==> config.mk <==
export PLATFORM = sky130hd
export DESIGN_NAME = vga_sync_gen_flat
export DESIGN_NICKNAME = d
export VERILOG_FILES = /design/src/rtl/vga_timing_pkg.sv /design/src/rtl/vga_sync_gen_if.sv /design/src/rtl/vga_axis_counter.sv /design/src/rtl/vga_sync_gen.sv /design/src/flat_wrapper.sv
export SDC_FILE = /design/constraint.sdc
export NUM_CORES = 1
export LEC_CHECK = 0
export CAP_MARGIN = 5
export CORE_MARGIN = 8
export CORE_UTILIZATION = 45
export DETAILED_ROUTE_END_ITERATION = 7
export GPL_TIMING_DRIVEN = 0
export PLACE_DENSITY = 0.76
export SKIP_CTS_REPAIR_TIMING = 1
export SYNTH_ARGS = -nofsm -noshare
export SYNTH_HDL_FRONTEND = slang
export SYNTH_SLANG_ARGS = --single-unit
==> constraint.sdc <==
create_clock -name clk_100MHz -period 7.9 [get_ports clk_100MHz]
set_input_delay 0.79 -clock clk_100MHz [delete_from_list [all_inputs] [get_ports clk_100MHz]]
set_output_delay 0.79 -clock clk_100MHz [all_outputs]
set_load 0.02 [all_outputs]
==> src/rtl/vga_timing_pkg.sv <==
// vga_timing_pkg: default 640x480@60 timing constants and the shared phase encoding
package vga_timing_pkg;
   localparam int H_VISIBLE_DEF = 640;
   localparam int H_FRONT_DEF   = 16;
   localparam int H_SYNC_DEF    = 96;
   localparam int H_BACK_DEF    = 48;
   localparam int V_VISIBLE_DEF = 480;
   localparam int V_FRONT_DEF   = 10;
   localparam int V_SYNC_DEF    = 2;
   localparam int V_BACK_DEF    = 33;
   typedef enum logic [1:0] {PH_VISIBLE, PH_FRONT, PH_SYNC, PH_BACK} phase_t;
   function automatic int axis_total(int vis, int front, int sync, int back);
      return vis + front + sync + back;
   endfunction
endpackage

==> src/rtl/vga_sync_gen_if.sv <==
// vga_sync_gen_if: pixel enable in, raster timing signals out
interface vga_sync_gen_if;
   logic       pix_en;
   logic       hsync;
   logic       vsync;
   logic       video_on;
   logic [9:0] pixel_x;
   logic [9:0] pixel_y;
   logic       line_end;
   logic       frame_start;
   modport master (input pix_en, output hsync, vsync, video_on, pixel_x, pixel_y, line_end, frame_start);
   modport slave  (output pix_en, input hsync, vsync, video_on, pixel_x, pixel_y, line_end, frame_start);
endinterface

==> src/rtl/vga_axis_counter.sv <==
// vga_axis_counter: one raster axis -- position counter, phase FSM and active-low sync decode
module vga_axis_counter
   import vga_timing_pkg::*;
#(
   parameter int VIS   = H_VISIBLE_DEF,
   parameter int FRONT = H_FRONT_DEF,
   parameter int SYNC  = H_SYNC_DEF,
   parameter int BACK  = H_BACK_DEF
) (
   input  logic       clk_100MHz,
   input  logic       rst_n,
   input  logic       advance,
   output logic [9:0] count,
   output logic       sync_n,
   output logic       wrap,
   output logic       vis_next
);
   localparam int TOTAL = axis_total(VIS, FRONT, SYNC, BACK);
   phase_t     phase, nxt_phase;
   logic [9:0] nxt_count;
   // next position and phase; the phase steps when the new count reaches a region boundary
   always_comb begin
      wrap      = advance && count == 10'(TOTAL - 1);
      nxt_count = !advance ? count : wrap ? '0 : count + 10'd1;
      nxt_phase = !advance                             ? phase      :
                  nxt_count == 10'(VIS)                ? PH_FRONT   :
                  nxt_count == 10'(VIS + FRONT)        ? PH_SYNC    :
                  nxt_count == 10'(VIS + FRONT + SYNC) ? PH_BACK    :
                  nxt_count == '0                      ? PH_VISIBLE : phase;
      vis_next  = nxt_phase == PH_VISIBLE;
   end
   // counter, phase and sync all move together so sync never lags the count
   always_ff @(posedge clk_100MHz) begin
      if (!rst_n) begin
         count  <= '0;
         phase  <= PH_VISIBLE;
         sync_n <= 1'b1;
      end else if (advance) begin
         count  <= nxt_count;
         phase  <= nxt_phase;
         sync_n <= nxt_phase != PH_SYNC;
      end
   end
endmodule

==> src/rtl/vga_sync_gen.sv <==
// vga_sync_gen: VGA raster timing generator built from a horizontal and a vertical axis counter
module vga_sync_gen
   import vga_timing_pkg::*;
#(
   parameter int H_VISIBLE = H_VISIBLE_DEF,
   parameter int H_FRONT   = H_FRONT_DEF,
   parameter int H_SYNC    = H_SYNC_DEF,
   parameter int H_BACK    = H_BACK_DEF,
   parameter int V_VISIBLE = V_VISIBLE_DEF,
   parameter int V_FRONT   = V_FRONT_DEF,
   parameter int V_SYNC    = V_SYNC_DEF,
   parameter int V_BACK    = V_BACK_DEF
) (
   input  logic           clk_100MHz,
   input  logic           rst_n,
   vga_sync_gen_if.master vga
);
   logic [9:0] x, y;
   logic       hs_n, vs_n, h_wrap, v_wrap, h_vis, v_vis;
   logic       video_on, line_end, frame_start;
   vga_axis_counter #(.VIS(H_VISIBLE), .FRONT(H_FRONT), .SYNC(H_SYNC), .BACK(H_BACK)) u_h (
      .clk_100MHz(clk_100MHz), .rst_n(rst_n), .advance(vga.pix_en),
      .count(x), .sync_n(hs_n), .wrap(h_wrap), .vis_next(h_vis)
   );
   vga_axis_counter #(.VIS(V_VISIBLE), .FRONT(V_FRONT), .SYNC(V_SYNC), .BACK(V_BACK)) u_v (
      .clk_100MHz(clk_100MHz), .rst_n(rst_n), .advance(h_wrap),
      .count(y), .sync_n(vs_n), .wrap(v_wrap), .vis_next(v_vis)
   );
   // video_on tracks the new pixel; (0,0) after reset stays blanked until the first advance
   always_ff @(posedge clk_100MHz) begin
      if (!rst_n) begin
         video_on    <= 1'b0;
         line_end    <= 1'b0;
         frame_start <= 1'b0;
      end else begin
         line_end    <= h_wrap;
         frame_start <= v_wrap;
         if (vga.pix_en) video_on <= h_vis && v_vis;
      end
   end
   assign vga.pixel_x     = x;
   assign vga.pixel_y     = y;
   assign vga.hsync       = hs_n;
   assign vga.vsync       = vs_n;
   assign vga.video_on    = video_on;
   assign vga.line_end    = line_end;
   assign vga.frame_start = frame_start;
endmodule

==> src/flat_wrapper.sv <==
// flat-port wrapper written by rule: the top's interface ports become plain ports
module vga_sync_gen_flat import vga_timing_pkg::*;
#(
   parameter int H_VISIBLE = H_VISIBLE_DEF,
   parameter int H_FRONT   = H_FRONT_DEF,
   parameter int H_SYNC    = H_SYNC_DEF,
   parameter int H_BACK    = H_BACK_DEF,
   parameter int V_VISIBLE = V_VISIBLE_DEF,
   parameter int V_FRONT   = V_FRONT_DEF,
   parameter int V_SYNC    = V_SYNC_DEF,
   parameter int V_BACK    = V_BACK_DEF
)
  (clk_100MHz, rst_n, vga_pix_en, vga_hsync, vga_vsync, vga_video_on, vga_pixel_x, vga_pixel_y, vga_line_end, vga_frame_start);
  vga_sync_gen_if vga_i ();
  input  logic clk_100MHz;
  input  logic rst_n;
  input wire logic [$bits(vga_i.pix_en)-1:0] vga_pix_en;
  output wire logic [$bits(vga_i.hsync)-1:0] vga_hsync;
  output wire logic [$bits(vga_i.vsync)-1:0] vga_vsync;
  output wire logic [$bits(vga_i.video_on)-1:0] vga_video_on;
  output wire logic [$bits(vga_i.pixel_x)-1:0] vga_pixel_x;
  output wire logic [$bits(vga_i.pixel_y)-1:0] vga_pixel_y;
  output wire logic [$bits(vga_i.line_end)-1:0] vga_line_end;
  output wire logic [$bits(vga_i.frame_start)-1:0] vga_frame_start;
  assign vga_i.pix_en = vga_pix_en;
  assign vga_hsync = vga_i.hsync;
  assign vga_vsync = vga_i.vsync;
  assign vga_video_on = vga_i.video_on;
  assign vga_pixel_x = vga_i.pixel_x;
  assign vga_pixel_y = vga_i.pixel_y;
  assign vga_line_end = vga_i.line_end;
  assign vga_frame_start = vga_i.frame_start;
  vga_sync_gen #(.H_VISIBLE(H_VISIBLE), .H_FRONT(H_FRONT), .H_SYNC(H_SYNC), .H_BACK(H_BACK), .V_VISIBLE(V_VISIBLE), .V_FRONT(V_FRONT), .V_SYNC(V_SYNC), .V_BACK(V_BACK)) u_core (.clk_100MHz(clk_100MHz), .rst_n(rst_n), .vga(vga_i));
endmodule
==> metrics <==
Synth Instances=between 200 and 300; Crit. End Element=register; Req. time, crit path=between 8 and 9 ns; IO Port Bufs=26; Worst Max-Slew Pin Slew=approximately 0.56 ns; DR iter-0 viols=228; Detailed Route WL=approximately 6000 um; Rel. slew slack=62.5%; DRC viols=0; area leader, netlist=dfxtp_1; total grt overflow=0; Yosys warning count=0; setup TNS=0 ns; clock power share=45.2%; CTS Root Cell=clkbuf_8; Leak Pwr=0.876 nW; Die Width=just under 90 um; status=finished, final reports clean; most common cell after layout, fill and taps aside=dfxtp_1; most frequent cells in the layout=dfxtp_1, clkdlybuf4s50_1, nor2_1; Worst EP arrival=roughly 3.7 ns; routed vias/inst=5.73; Fillers=459; Reg power frac=48.6%; Distinct cells, synth=63; register area share after synthesis=approximately a quarter; Setup Crit Path Kind=reg2reg; GR Util All Layers=~16%; Hold Crit Class=reg2reg; switching share of power=between 20% and 30%; CTS H-tree lvls=2; Yosys reg bits=29; NetSw=roughly 74 uW; vias in the first global route=approximately 2000; crit path max fanout=9; FF-to-FF setup slack=4.45 ns; Max clock buf depth=2; WP buf/inv=1; Synth Area per Inst=roughly 7.7 sq um; Power, Total=309 uW; CTS Sinks=29; storage element area=roughly 580 sq um; Core Box Area=around 0.0048 sq mm; crit start category=register; row count=25; finished layout cell area=around 0.0027 sq mm; ANT cells=0; worst path cell trace=ha_1 > clkbuf_1 > nand4_1 > nor3_4 > o211ai_1 > nand2_1 > nand3_1 > or4b_1 > a31o_1 > o32ai_2; CTS buffer count=5; Worst Skew=0.0113 ns; routed vias=2263; number of synthesized flops with an enable pin=0; Cell Area, Placed=0.00260 sq mm; pwr dens=roughly 110 mW/mm^2; Worst VDD drop=between 0.07 and 0.08 mV; I/O pin total=28; pre-CTS setup slack=approximately 4.6 ns; Final Hold Fails=0; Slowest Stage Delay on Critical Path=roughly 0.52 ns; slowest CP cell=or4b_1; height of the die=roughly 87 um; fraction of registers with async set or reset after synthesis=0%; Initial Utilization=a little under half; Pint=~230 uW; min Tclk post-route=around 3.5 ns; final setup vio count=0; Final Cycle Share=43.7%; Routed wire per std cell=15.1 um; Clock transition at path regs=0.06 ns; Worst Slack Setup Final=4.45 ns; CTS tree=done; final antenna-violating net count=0; fmax=approximately 290 MHz; Skew-Pair Late Insertion Delay=0.30 ns; initial antenna violation count=0; Top FF cell, synth=dfxtp_1; global-route wire length before repair=slightly below 10000 um; multi-input logic area=between 0.0015 and 0.002 sq mm; Cell Area, Synth=approximately 0.0023 sq mm; max-cap viol count=0; Worst path top cell family by delay=simple AND/OR/NAND/NOR gates; HPWL after DPL=4350 um; global placer's final weighted congestion=0.937; layout cell share with drive strength beyond 1=8.23%; largest net degree at the start of global routing=11; final slew viol count=0; drt pass-1 iters=4; Mapped Nets=300; Synth top area share=between 20% and 30%; die area=approximately 0.0075 sq mm; Area growth syn-to-layout=19.8%; Comb power frac=under 10%; fin nets=between 300 and 400; synth top area cells=dfxtp_1, xnor2_1, nor2_1; RSZ-0062 raised after global routing=false
-- power by group through the flow --
| stage | clock network, mW | registers [mW] | logic (mW) |
|---|---|---|---|
| floorplan | 0 | 0.155 | 0.0110 |
| finish | 0.139 | 0.150 | 0.0191 |
| global route | 0.150 | 0.150 | 0.0214 |
| global placement | 0 | 0.153 | 0.0189 |
| detailed placement | 0 | 0.153 | 0.0193 |
| CTS | 0.143 | 0.150 | 0.0194 |
-- flip-flops by register name, indices dropped and copies added, names as in the netlist --
| name | flops |
|---|---|
| u_core.u_h.count | 10 |
| u_core.u_h.sync_n | 1 |
| u_core.u_v.phase | 2 |
| u_core.vga.frame_start | 1 |
| u_core.vga.video_on | 1 |
| u_core.vga.line_end | 1 |
| u_core.u_v.count | 10 |
| u_core.u_v.sync_n | 1 |
| u_core.u_h.phase | 2 |
-- metrics by stage --
step	util, %	cells	hold slack, ns
after floorplan	-	294	0.479
after global placement	54.3	387	0.482
after detailed placement	54.3	387	0.485
after CTS	56.4	395	0.501
after global routing	56.4	395	0.525
final	56.4	395	0.494
-- path summary, 6_finish.rpt --
| path | startpoint | end | cells after the start |
|---|---|---|---|
| worst max-delay path | u_core.u_h.count[0]$_SDFFE_PN0P_ | u_core.vga.video_on$_SDFFE_PN0P_ | 10 |
| worst min-delay path | u_core.vga.video_on$_SDFFE_PN0P_ | u_core.vga.video_on$_SDFFE_PN0P_ | 2 |
| worst max register to register | u_core.u_h.count[0]$_SDFFE_PN0P_ | u_core.vga.video_on$_SDFFE_PN0P_ | 10 |
| worst min register to register | u_core.vga.video_on$_SDFFE_PN0P_ | u_core.vga.video_on$_SDFFE_PN0P_ | 2 |
-- cells in the mapped netlist, types with 3 or more instances --
library cell / n
dfxtp_1: 29
nor2_1: 24
nand2_1: 22
clkbuf_1: 18
nand3_1: 16
xnor2_1: 16
o21ai_0: 14
and2_1: 11
nand4_1: 10
nor3_1: 10
inv_1: 8
nand2b_1: 7
a21oi_1: 6
and3_1: 6
nor4b_1: 5
o21a_1: 5
a21boi_0: 4
buf_2: 4
nor2b_1: 4
o211ai_1: 4
a211oi_1: 3
and4_1: 3
buf_6: 3
ha_1: 3
nand4b_1: 3
nor4_1: 3
o21ai_1: 3
o22ai_1: 3
or3_1: 3
-- final cells by class --
class | instances | area share, %
multi-input cells | 231 | 56.3
clock inverters | 1 | 0.185
inverters | 8 | 1.11
clock buffers | 7 | 3.57
well taps | 67 | 3.10
plain buffers | 26 | 4.63
flip-flops and latches | 29 | 21.5
repair buffers | 26 | 9.64
-- tightest hold or removal path, delay by kind of cell, from the launching register on --
family / cells / cell delay [ns]
compound gates: 1 / 0.07
simple gates: 1 / 0.07
flops: 1 / 0.31
-- per-layer routing --
layer	track usage, %	part of all wire, %	up-vias
met1	21.8	47	1057
met4	5.16	1.4	0
met3	3.40	6.5	8
met5	0	0	-
li1	-	-	1137
met2	25.8	45	61
-- kinds of logic (layout without fill, tap and decap cells) --
group | Yosys count | after routing | share of synthesized area, %
buffers and inverters | 34 | 68 | 6.88
adder cells (fa/ha/maj) | 3 | 3 | 1.66
flip-flops | 29 | 29 | 25.7
XOR/XNOR | 18 | 18 | 6.99
multiplexers | 2 | 2 | 0.943
AO/OA/AOI/OAI | 66 | 66 | 20.9
AND/OR/NAND/NOR | 142 | 142 | 36.8
(Power assumes the default switching activity.)
